## src/rtl/llr_t2s_pipe.sv

```systemverilog
// Two-stage, multi-lane converter: two's-complement LLR lanes to {sign, magnitude}, optional clamp.
// Two cycles from input handshake to out_valid; holds out_data while out_ready is low.

module llr_t2s_pipe #(
    parameter int DATA_WIDTH = 6,
    parameter int MAG_WIDTH  = 6,
    parameter int LANES      = 4,
    parameter int CNT_WIDTH  = 16
) (
    input  logic                             clk,
    input  logic                             rst_n,
    input  logic                             in_valid,
    output logic                             in_ready,
    input  logic [LANES*DATA_WIDTH-1:0]      in_data,
    output logic                             out_valid,
    input  logic                             out_ready,
    output logic [LANES*(MAG_WIDTH+1)-1:0]   out_data,
    output logic [LANES-1:0]                 out_sat,
    output logic [CNT_WIDTH-1:0]             sat_count,
    input  logic                             clr_count
);

    localparam int AW = DATA_WIDTH + 1;
    localparam int OW = MAG_WIDTH + 1;
    localparam int PW = $clog2(LANES + 1);
    localparam int SW = ((CNT_WIDTH > PW) ? CNT_WIDTH : PW) + 1;

    localparam logic [AW-1:0]        MAG_MAX = {{(AW-MAG_WIDTH){1'b0}}, {MAG_WIDTH{1'b1}}};
    localparam logic [CNT_WIDTH-1:0] CNT_MAX = '1;

    logic                         r_s1_valid;
    logic [LANES-1:0]             r_s1_sign;
    logic [LANES-1:0][AW-1:0]     r_s1_abs;

    logic                         r_out_valid;
    logic [LANES*OW-1:0]          r_out_data;
    logic [LANES-1:0]             r_out_sat;
    logic [CNT_WIDTH-1:0]         r_sat_count;

    logic                         w_adv1;
    logic                         w_adv2;
    logic                         w_out_hs;
    logic [LANES-1:0]             w_sign;
    logic [LANES-1:0][AW-1:0]     w_abs;
    logic [LANES-1:0]             w_sat;
    logic [LANES*OW-1:0]          w_lane_dat;
    logic [PW-1:0]                w_pop;
    logic [CNT_WIDTH-1:0]         w_cnt_base;
    logic [SW-1:0]                w_sum;
    logic [CNT_WIDTH-1:0]         w_cnt_nxt;

    assign w_adv2   = !r_out_valid || out_ready;
    assign w_adv1   = !r_s1_valid || w_adv2;
    assign w_out_hs = r_out_valid && out_ready;

    assign in_ready  = w_adv1;
    assign out_valid = r_out_valid;
    assign out_data  = r_out_data;
    assign out_sat   = r_out_sat;
    assign sat_count = r_sat_count;

    // Negate at one extra bit so the most negative input has a representable magnitude.
    for (genvar i = 0; i < LANES; i++) begin : g_abs
        logic [DATA_WIDTH-1:0] w_lane_in;
        logic [AW-1:0]         w_ext;

        assign w_lane_in = in_data[i*DATA_WIDTH +: DATA_WIDTH];
        assign w_ext     = {w_lane_in[DATA_WIDTH-1], w_lane_in};
        assign w_sign[i] = w_lane_in[DATA_WIDTH-1];
        assign w_abs[i]  = w_sign[i] ? (~w_ext + AW'(1)) : w_ext;
    end

    // A set sign always comes with a nonzero magnitude, so negative zero cannot appear.
    for (genvar i = 0; i < LANES; i++) begin : g_clamp
        logic [MAG_WIDTH-1:0] w_mag;

        assign w_sat[i] = (r_s1_abs[i] > MAG_MAX);
        assign w_mag    = w_sat[i] ? MAG_MAX[MAG_WIDTH-1:0] : r_s1_abs[i][MAG_WIDTH-1:0];
        assign w_lane_dat[i*OW +: OW] = {r_s1_sign[i], w_mag};
    end

    always_ff @(posedge clk) begin
        if (!rst_n) begin
            r_s1_valid <= 1'b0;
            r_s1_sign  <= '0;
            r_s1_abs   <= '0;
        end else if (w_adv1) begin
            r_s1_valid <= in_valid;
            r_s1_sign  <= w_sign;
            r_s1_abs   <= w_abs;
        end
    end

    always_ff @(posedge clk) begin
        if (!rst_n) begin
            r_out_valid <= 1'b0;
            r_out_data  <= '0;
            r_out_sat   <= '0;
        end else if (w_adv2) begin
            r_out_valid <= r_s1_valid;
            r_out_data  <= w_lane_dat;
            r_out_sat   <= w_sat;
        end
    end

    always_comb begin
        w_pop = '0;
        for (int i = 0; i < LANES; i++) begin
            w_pop = w_pop + PW'(r_out_sat[i]);
        end
    end

    // Clear takes effect first, so a beat delivered in the clear cycle starts the new count.
    always_comb begin
        w_cnt_base = clr_count ? '0 : r_sat_count;
        w_sum      = SW'(w_cnt_base) + SW'(w_pop);
        w_cnt_nxt  = w_cnt_base;
        if (w_out_hs) begin
            w_cnt_nxt = (w_sum > SW'(CNT_MAX)) ? CNT_MAX : w_sum[CNT_WIDTH-1:0];
        end
    end

    always_ff @(posedge clk) begin
        if (!rst_n) begin
            r_sat_count <= '0;
        end else if (clr_count || w_out_hs) begin
            r_sat_count <= w_cnt_nxt;
        end
    end

endmodule

```

## config.mk

```make
export PLATFORM = sky130hd
export DESIGN_NAME = llr_t2s_pipe
export DESIGN_NICKNAME = d
export VERILOG_FILES = /design/src/rtl/llr_t2s_pipe.sv
export SDC_FILE = /design/constraint.sdc
export NUM_CORES = 1
export LEC_CHECK = 0
export ABC_CLOCK_PERIOD_IN_PS = 3250
export BUFFER_PORTS_ARGS = -buffer_cell sky130_fd_sc_hd__buf_2
export CORE_UTILIZATION = 50
export CTS_CLUSTER_SIZE = 25
export DETAILED_ROUTE_END_ITERATION = 8
export PLACE_DENSITY = 0.74
export SETUP_SLACK_MARGIN = 0.5
export SYNTH_ARGS = -nofsm -noshare
export SYNTH_HDL_FRONTEND = slang
export SYNTH_SLANG_ARGS = --single-unit
```

## constraint.sdc

```tcl
create_clock -name clk -period 3.25 [get_ports clk]
set_input_delay 0.325 -clock clk [delete_from_list [all_inputs] [get_ports clk]]
set_output_delay 0.325 -clock clk [all_outputs]
set_load 0.05 [all_outputs]
```

==> results of run 1 <==
==> metal layers <==
metal	vias to the layer above	GRT usage
met1	1558	0.323
li1	1674	-
met5	-	0
met2	109	0.384
met4	0	0.0820
met3	11	0.0386
==> cells by family after synthesis <==
family | count (synthesis) | share of synthesized area
xor+xnor | 15 | 0.0357
flops | 82 | 0.446
fa+ha+maj | 8 | 0.0333
buf+inv | 45 | 0.0514
simple gates | 222 | 0.288
compound gates | 73 | 0.145
==> layout by cell type (no fill, tap or decap), types with 2 or more instances in the layout <==
master | Yosys | final
dfxtp_1 | 82 | 79
buf_2 | 7 | 78
nand2_1 | 62 | 62
nor3_1 | 58 | 58
nor2_1 | 56 | 55
inv_1 | 15 | 14
a21oi_1 | 13 | 13
a21boi_0 | 11 | 11
clkbuf_8 | 0 | 11
buf_4 | 1 | 11
xor2_1 | 9 | 9
o211a_1 | 8 | 8
nor2b_1 | 9 | 7
nand4_1 | 7 | 7
a211oi_1 | 6 | 6
nand2b_1 | 6 | 6
xnor2_1 | 6 | 6
o21ai_0 | 6 | 6
and3_1 | 6 | 6
o211ai_1 | 5 | 5
ha_1 | 5 | 5
o21a_1 | 4 | 4
a31oi_1 | 3 | 3
a21boi_1 | 3 | 3
dfxtp_2 | 0 | 3
and2_1 | 2 | 2
inv_2 | 1 | 2
and4_1 | 2 | 2
nor4_1 | 3 | 2
nand3_1 | 2 | 2
a41oi_1 | 2 | 2
fa_2 | 0 | 2
clkinv_2 | 0 | 2
==> critical path: stages (launching register included) <==
cell      delay (ns)
dfxtp_2         0.34
fa_1            0.53
inv_1           0.06
fa_2            0.36
inv_2           0.07
fa_2            0.20
nor2b_4         0.18
nand3_4         0.10
nor3_4          0.30
nor2_2          0.08
a311oi_1        0.31
==> worst paths after layout <==
kind                       end
hold / removal      r_s1_valid
setup reg to reg  sat_count[8]
setup / recovery  sat_count[8]
hold reg to reg   out_data[13]
==> state kept, by name, indices dropped and copies added, names as in the netlist <==
register	cells
out_valid	1
sat_count	16
r_s1_sign	4
out_sat	4
out_data	28
r_s1_valid	1
r_s1_abs	28
==> metrics by stage <==
step / util / power [mW]
after floorplan: - / 1.29
final: 0.631 / 2.11
after global placement: 0.593 / 1.36
after detailed placement: 0.593 / 1.37
after CTS: 0.624 / 2.11
after global routing: 0.631 / 2.19
==> power by group through the flow <==
stage | clock network (mW) | registers, mW | logic, mW
2_1_floorplan | 0 | 1.17 | 0.117
3_3_place_gp | 0 | 1.10 | 0.263
3_5_place_dp | 0 | 1.10 | 0.268
4_1_cts | 0.768 | 1.07 | 0.269
5_1_grt | 0.815 | 1.08 | 0.295
6_report | 0.766 | 1.07 | 0.268
==> area by class of cell <==
class / instances / share of cell area
clock inverter: 4 / 0.0111
tap: 96 / 0.0274
timing repair buffer: 89 / 0.108
multi-input combinational: 318 / 0.429
inverter: 16 / 0.0137
sequential: 82 / 0.376
clock buffer: 12 / 0.0354
==> repair_timing <==
action	in CTS	in global routing
hold buffers	0	0
setup endpoints to repair	6	7
resized for setup	1	6
pin swaps	2	4
buffers inserted	1	3
==> summary.md, run 1 <==
| Metric | Value |
|---|---|
| Worst Path Arrival | `2.88 ns` |
| Nature of the critical path endpoint | `register` |
| Peak supply drop | `0.216 mV` |
| Status | `finished, final reports clean` |
| Clock Power Share | `0.363` |
| Via count | `3352` |
| CTS max path bufs | `2` |
| Unique masters post-synth | `52` |
| Worst-path clk slew | `0.09 ns` |
| Critical path type | `reg -> reg` |
| Post-Syn Area | `3680 um2` |
| Share of power burned in registers | `0.509` |
| Worst Hold Path Cells | `2` |
| TritonCTS clock tree | `built` |
| Most common cell in the netlist | `dfxtp_1` |
| Top cells by area, synth | `dfxtp_1 45%, nor3_1 7.9%, nand2_1 6.3%, nor2_1 5.7%, a21boi_0 2.2%` |
| CP max FO | `5` |
| Vias/cell | `5.43` |
| Final-report hold violation count | `0` |
| Met3 Wirelength | `443 um` |
| RSZ-0062 raised after global routing | `no` |
| Worst hold path startpoint | `in_valid` |
| Post-route setup slack | `0.624 ns` |
| Pleak | `2.01 nW` |
| Antenna-violating nets left | `0` |
| IO Pins | `79` |
| H-tree Lvls | `3` |
| Antenna Cells | `0` |
| Full die area | `7700 um2` |
| CTS buffer count | `9` |
| Critical path launch point type | `register` |
| Wire length per cell | `14.0 um` |
| Sw Share | `0.272` |
| Worst-Skew Late Latency | `0.36 ns` |
| WHS | `0.202 ns` |
| Worst-case reg-to-reg path depth | `10` |
| Chip Height | `87.8 um` |
| Yosys top cell by area | `dfxtp_1` |
| YS warnings | `0` |
| Routability cong. | `0.870` |
| Cells after DPL | `597` |
| Die width | `87.8 um` |
| Logic pwr share | `0.127` |
| Initial core utilization | `0.530` |
| First-pass GRT wire length | `14.3 mm` |
| Total Wirelength | `8.64 mm` |
| Fmax | `0.381 GHz` |
| Share of layout cells above drive strength 1 | `0.236` |
| Ys async rst share | `0` |
| Post-synth top cells | `82 x dfxtp_1, 62 x nand2_1, 58 x nor3_1` |
| DR pass1 iterations | `4` |
| NumNets Final | `553` |
| Sw power | `574 uW` |
| Power density cells | `481 nW/um2` |
| Area Growth Syn to Fin | `19.1%` |
| Syn nets | `482` |
| Clock root cell | `clkbuf_8` |
| Setup tns final | `0 ns` |
| Highest metal used | `met4` |
| GR Overflow Total | `0` |
| Hold Crit Class | `in -> reg` |
| Actual slew at the worst max-slew pin | `0.690 ns` |
| Most used DFF post-synth | `dfxtp_1` |
| Relative slew margins | `0.540` |
| Iteration-0 DRC Markers | `286` |
| Internal power | `1.53 mW` |
| Yosys reg bits | `82` |
| Layout fillers | `624` |
| Place WS | `0.357 ns` |
| Initial antenna violation count | `0` |
| Max cap viols | `0` |
| M1 wire length | `4.10 mm` |
| Critical Path Start | `out_sat[0]` |
| Number of synthesized flops with an enable pin | `0` |
| Skew final | `0.00941 ns` |
| Syn Inst Count | `445` |
| R2R Setup Slk | `0.62 ns` |
| Metal2 WL | `3.96 mm` |
| Worst R2R Start | `out_sat[0]` |
| Post-detail-place hpwl | `5.97 mm` |
| Storage cell area | `1650 um2` |
| Area of the core | `6940 um2` |
| Final period utilization | `0.808` |
| Count of non-filler cells in the finished layout | `617` |
| Vias in the first global route | `3020` |
| Area of the multi-input gates | `1880 um2` |
| Avg Inst Size Synth | `8.26 um2` |
| Clock Sink Count | `82` |
| Max Slew Vio Count | `0` |
| Tmin final | `2.63 ns` |
| Design area | `4380 um2` |
| Largest net degree at the start of global routing | `35` |
| Critical Path RT | `3.51 ns` |
| Setup violators final | `0` |
| Placed Instance Area | `4120 um2` |
| Drt drc | `0` |
| # rows | `30` |
| GRT Overall Usage | `0.238` |
| Port buffer count | `78` |
| Post-synth top area share | `0.446` |
| Seq/Total Area, Yosys | `0.446` |
Note: power is estimated with default switching activity, not from simulation.
==> inputs of run 2 (changes only) <==
--- a/config.mk
+++ b/config.mk
@@ -5,12 +5,12 @@
 export SDC_FILE = /design/constraint.sdc
 export NUM_CORES = 1
 export LEC_CHECK = 0
-export ABC_CLOCK_PERIOD_IN_PS = 3250
+export ABC_CLOCK_PERIOD_IN_PS = 2390
 export BUFFER_PORTS_ARGS = -buffer_cell sky130_fd_sc_hd__buf_2
-export CORE_UTILIZATION = 50
+export CORE_UTILIZATION = 49
 export CTS_CLUSTER_SIZE = 25
 export DETAILED_ROUTE_END_ITERATION = 8
-export PLACE_DENSITY = 0.74
+export PLACE_DENSITY = 0.76
 export SETUP_SLACK_MARGIN = 0.5
 export SYNTH_ARGS = -nofsm -noshare
 export SYNTH_HDL_FRONTEND = slang
==> constraint.sdc (replaced) <==
create_clock -name clk -period 2.39 [get_ports clk]
set_input_delay 0.239 -clock clk [delete_from_list [all_inputs] [get_ports clk]]
set_output_delay 0.239 -clock clk [all_outputs]
set_load 0.05 [all_outputs]
==> summary.md, run 2 (synthesis results as in run 1) <==
| Metric | Value |
|---|---|
| Status | `finished with violations` |
| Failing checks | `setup timing` |
| Actual slew at the worst max-slew pin | `0.560 ns (-0.130 ns)` |
| CTS hold repair buffers | `0 (unchanged)` |
| Vias in the first global route | `3057 (+1.2%)` |
| Via count | `3419 (+2.0%)` |
| Antenna Cells | `0 (unchanged)` |
| DR pass1 iterations | `5 (+1)` |
| Hold Crit Class | `in -> reg` |
| Share of layout cells above drive strength 1 | `0.267 (+0.0305)` |
| Worst hold path startpoint | `in_valid` |
| Clock root cell | `clkbuf_8` |
| Count of non-filler cells in the finished layout | `628 (+1.8%)` |
| Max Slew Vio Count | `0 (unchanged)` |
| Worst-path cell chain | `fa_1, inv_2, fa_2, inv_2, fa_2, nor2b_4, nand3_4, or2_4, o31ai_2, nor2_1` |
| Critical Path Start | `out_sat[0]` |
| Critical path launch point type | `register` |
| Vias/cell | `5.44 (+0.21%)` |
| GRT Overall Usage | `0.226 (-0.0119)` |
| # rows | `31 (+3.3%)` |
| CTS max path bufs | `2 (unchanged)` |
| GR Overflow Total | `0 (unchanged)` |
| Final-report hold violation count | `0 (unchanged)` |
| WHS | `0.109 ns (-0.0935 ns)` |
| Antenna-violating nets left | `0 (unchanged)` |
| Cells after DPL | `609 (+2.0%)` |
| First-pass GRT wire length | `13.8 mm (-3.1%)` |
| Relative slew margins | `0.626 (+0.0868)` |
| IO Pins | `79 (unchanged)` |
| Chip Height | `88.6 um (+0.99%)` |
| Fmax | `0.396 GHz (+3.9%)` |
| Post-route setup slack | `-0.137 ns (-0.761 ns)` |
| Max cap viols | `0 (unchanged)` |
| Routability cong. | `0.940 (+8.0%)` |
| H-tree Lvls | `3 (unchanged)` |
| Largest net degree at the start of global routing | `34 (-2.9%)` |
| NumNets Final | `561 (+1.4%)` |
| Iteration-0 DRC Markers | `164 (-43%)` |
| Nature of the critical path endpoint | `register` |
| R2R Setup Slk | `-0.14 ns (-0.76 ns)` |
| Critical Path Max Stage Delay | `0.55 ns (+0.02 ns)` |
| Final period utilization | `1.06 (+0.249)` |
| TritonCTS clock tree | `built` |
| Worst-Skew Late Latency | `0.36 ns (about the same)` |
| Placed Instance Area | `4220 um2 (+2.5%)` |
| Critical path type | `reg -> reg` |
| Initial antenna violation count | `0 (unchanged)` |
| Tmin final | `2.53 ns (-0.0985 ns)` |
| R2r endpoint | `sat_count[14]` |
| Initial core utilization | `0.507 (-0.0226)` |
| Post-detail-place hpwl | `5.97 mm (about the same)` |
| Setup violators final | `13 (+13)` |
| CP max stage cell | `fa_1` |
| Critical Path Sink | `sat_count[14]` |
| Port buffer count | `78 (unchanged)` |
| Die width | `88.6 um (+0.99%)` |
| Area of the core | `7250 um2 (+4.5%)` |
| Skew final | `0.00664 ns (-0.00277 ns)` |
| Pleak | `2.05 nW (+2.0%)` |
| RSZ-0062 raised after global routing | `yes` |
| Area Growth Syn to Fin | `22.2%` |
| Drt drc | `0 (unchanged)` |
| Worst-path clk slew | `0.08 ns (about the same)` |
| Place WS | `-0.0891 ns (-0.446 ns)` |
| CTS buffer count | `9 (unchanged)` |
| Clock Sink Count | `82 (unchanged)` |
| CP max FO | `4 (-1)` |
| Design area | `4490 um2 (+2.6%)` |
| Peak supply drop | `0.295 mV (+36%)` |
| Power density cells | `628 nW/um2 (+30%)` |
| Wire length per cell | `13.6 um (-3.2%)` |
| Critical Path RT | `2.64 ns (-0.87 ns)` |
| Worst-case reg-to-reg path depth | `10 (unchanged)` |
| Worst R2R Start | `out_sat[0]` |
| Total Wirelength | `8.51 mm (-1.4%)` |
| Full die area | `7860 um2 (+2.0%)` |
| Worst Path Arrival | `2.78 ns (-0.10 ns)` |
| Setup tns final | `-0.753 ns (-0.753 ns)` |
| Most frequent cells in the layout | `78 x buf_2, 78 x dfxtp_1, 62 x nand2_1, 58 x nor3_1, 53 x nor2_1` |
==> run 2: cell count changes in the layout (fill, tap and decap cells not counted), sizes merged <==
cell | before | now
clkinv | 2 | 4
clkbuf | 12 | 10
buf | 89 | 97
==> run 2: area by class of cell <==
type	count	area, um2
Timing Repair Buffer	97	541
Clock buffer	10	128
Inverter	16	62.6
Fill cell	671	2760
Multi-Input combinational cell	318	1920
Clock inverter	6	66.3
Sequential cell	82	1650
Tap cell	99	124
==> run 2: through the flow <==
stage / power [mW] / utilization
after floorplan: 1.75 / -
after detailed placement: 1.86 / 0.582
after global placement: 1.85 / 0.582
after global routing: 2.93 / 0.619
after CTS: 2.83 / 0.616
final: 2.82 / 0.619
==> run 2: worst min path at each step <==
stage          cells past startpoint           end
6_report                           2    r_s1_valid
5_1_grt                            2    r_s1_valid
4_1_cts                            2    r_s1_valid
3_5_place_dp                       2  out_data[13]
3_3_place_gp                       2   r_s1_abs[0]
2_1_floorplan                      1    r_s1_valid
==> run 2: where the power goes <==
group / switching (mW) / internal, mW
combinational: 0.245 / 0.121
clock: 0.512 / 0.487
sequential: 0.0323 / 1.42
total: 0.789 / 2.03
==> run 2: critical path, delay by kind of cell, from the launching register on <==
| kind | cells | cell delay [ns] |
|---|---|---|
| adders and majority gates | 3 | 1.10 |
| and+or+nand+nor | 4 | 0.65 |
| buffers and inverters | 2 | 0.11 |
| AOI/OAI and AO/OA | 1 | 0.23 |
| DFF | 1 | 0.35 |
==> run 2: repair_timing <==
item,in CTS,in global routing
cloned,0,0
gates resized for setup,8,6
pin swaps,3,6
endpoints found under the setup margin,17,16
buffers inserted,2,1
endpoints found under the hold margin,0,0
==> run 2: layer usage <==
metal,global-route usage,vias to the layer above,part of all wire
li1,-,1693,-
met5,0,-,0
met4,0.0997,0,0.022
met2,0.381,119,0.48
met1,0.285,1586,0.45
met3,0.0364,21,0.053
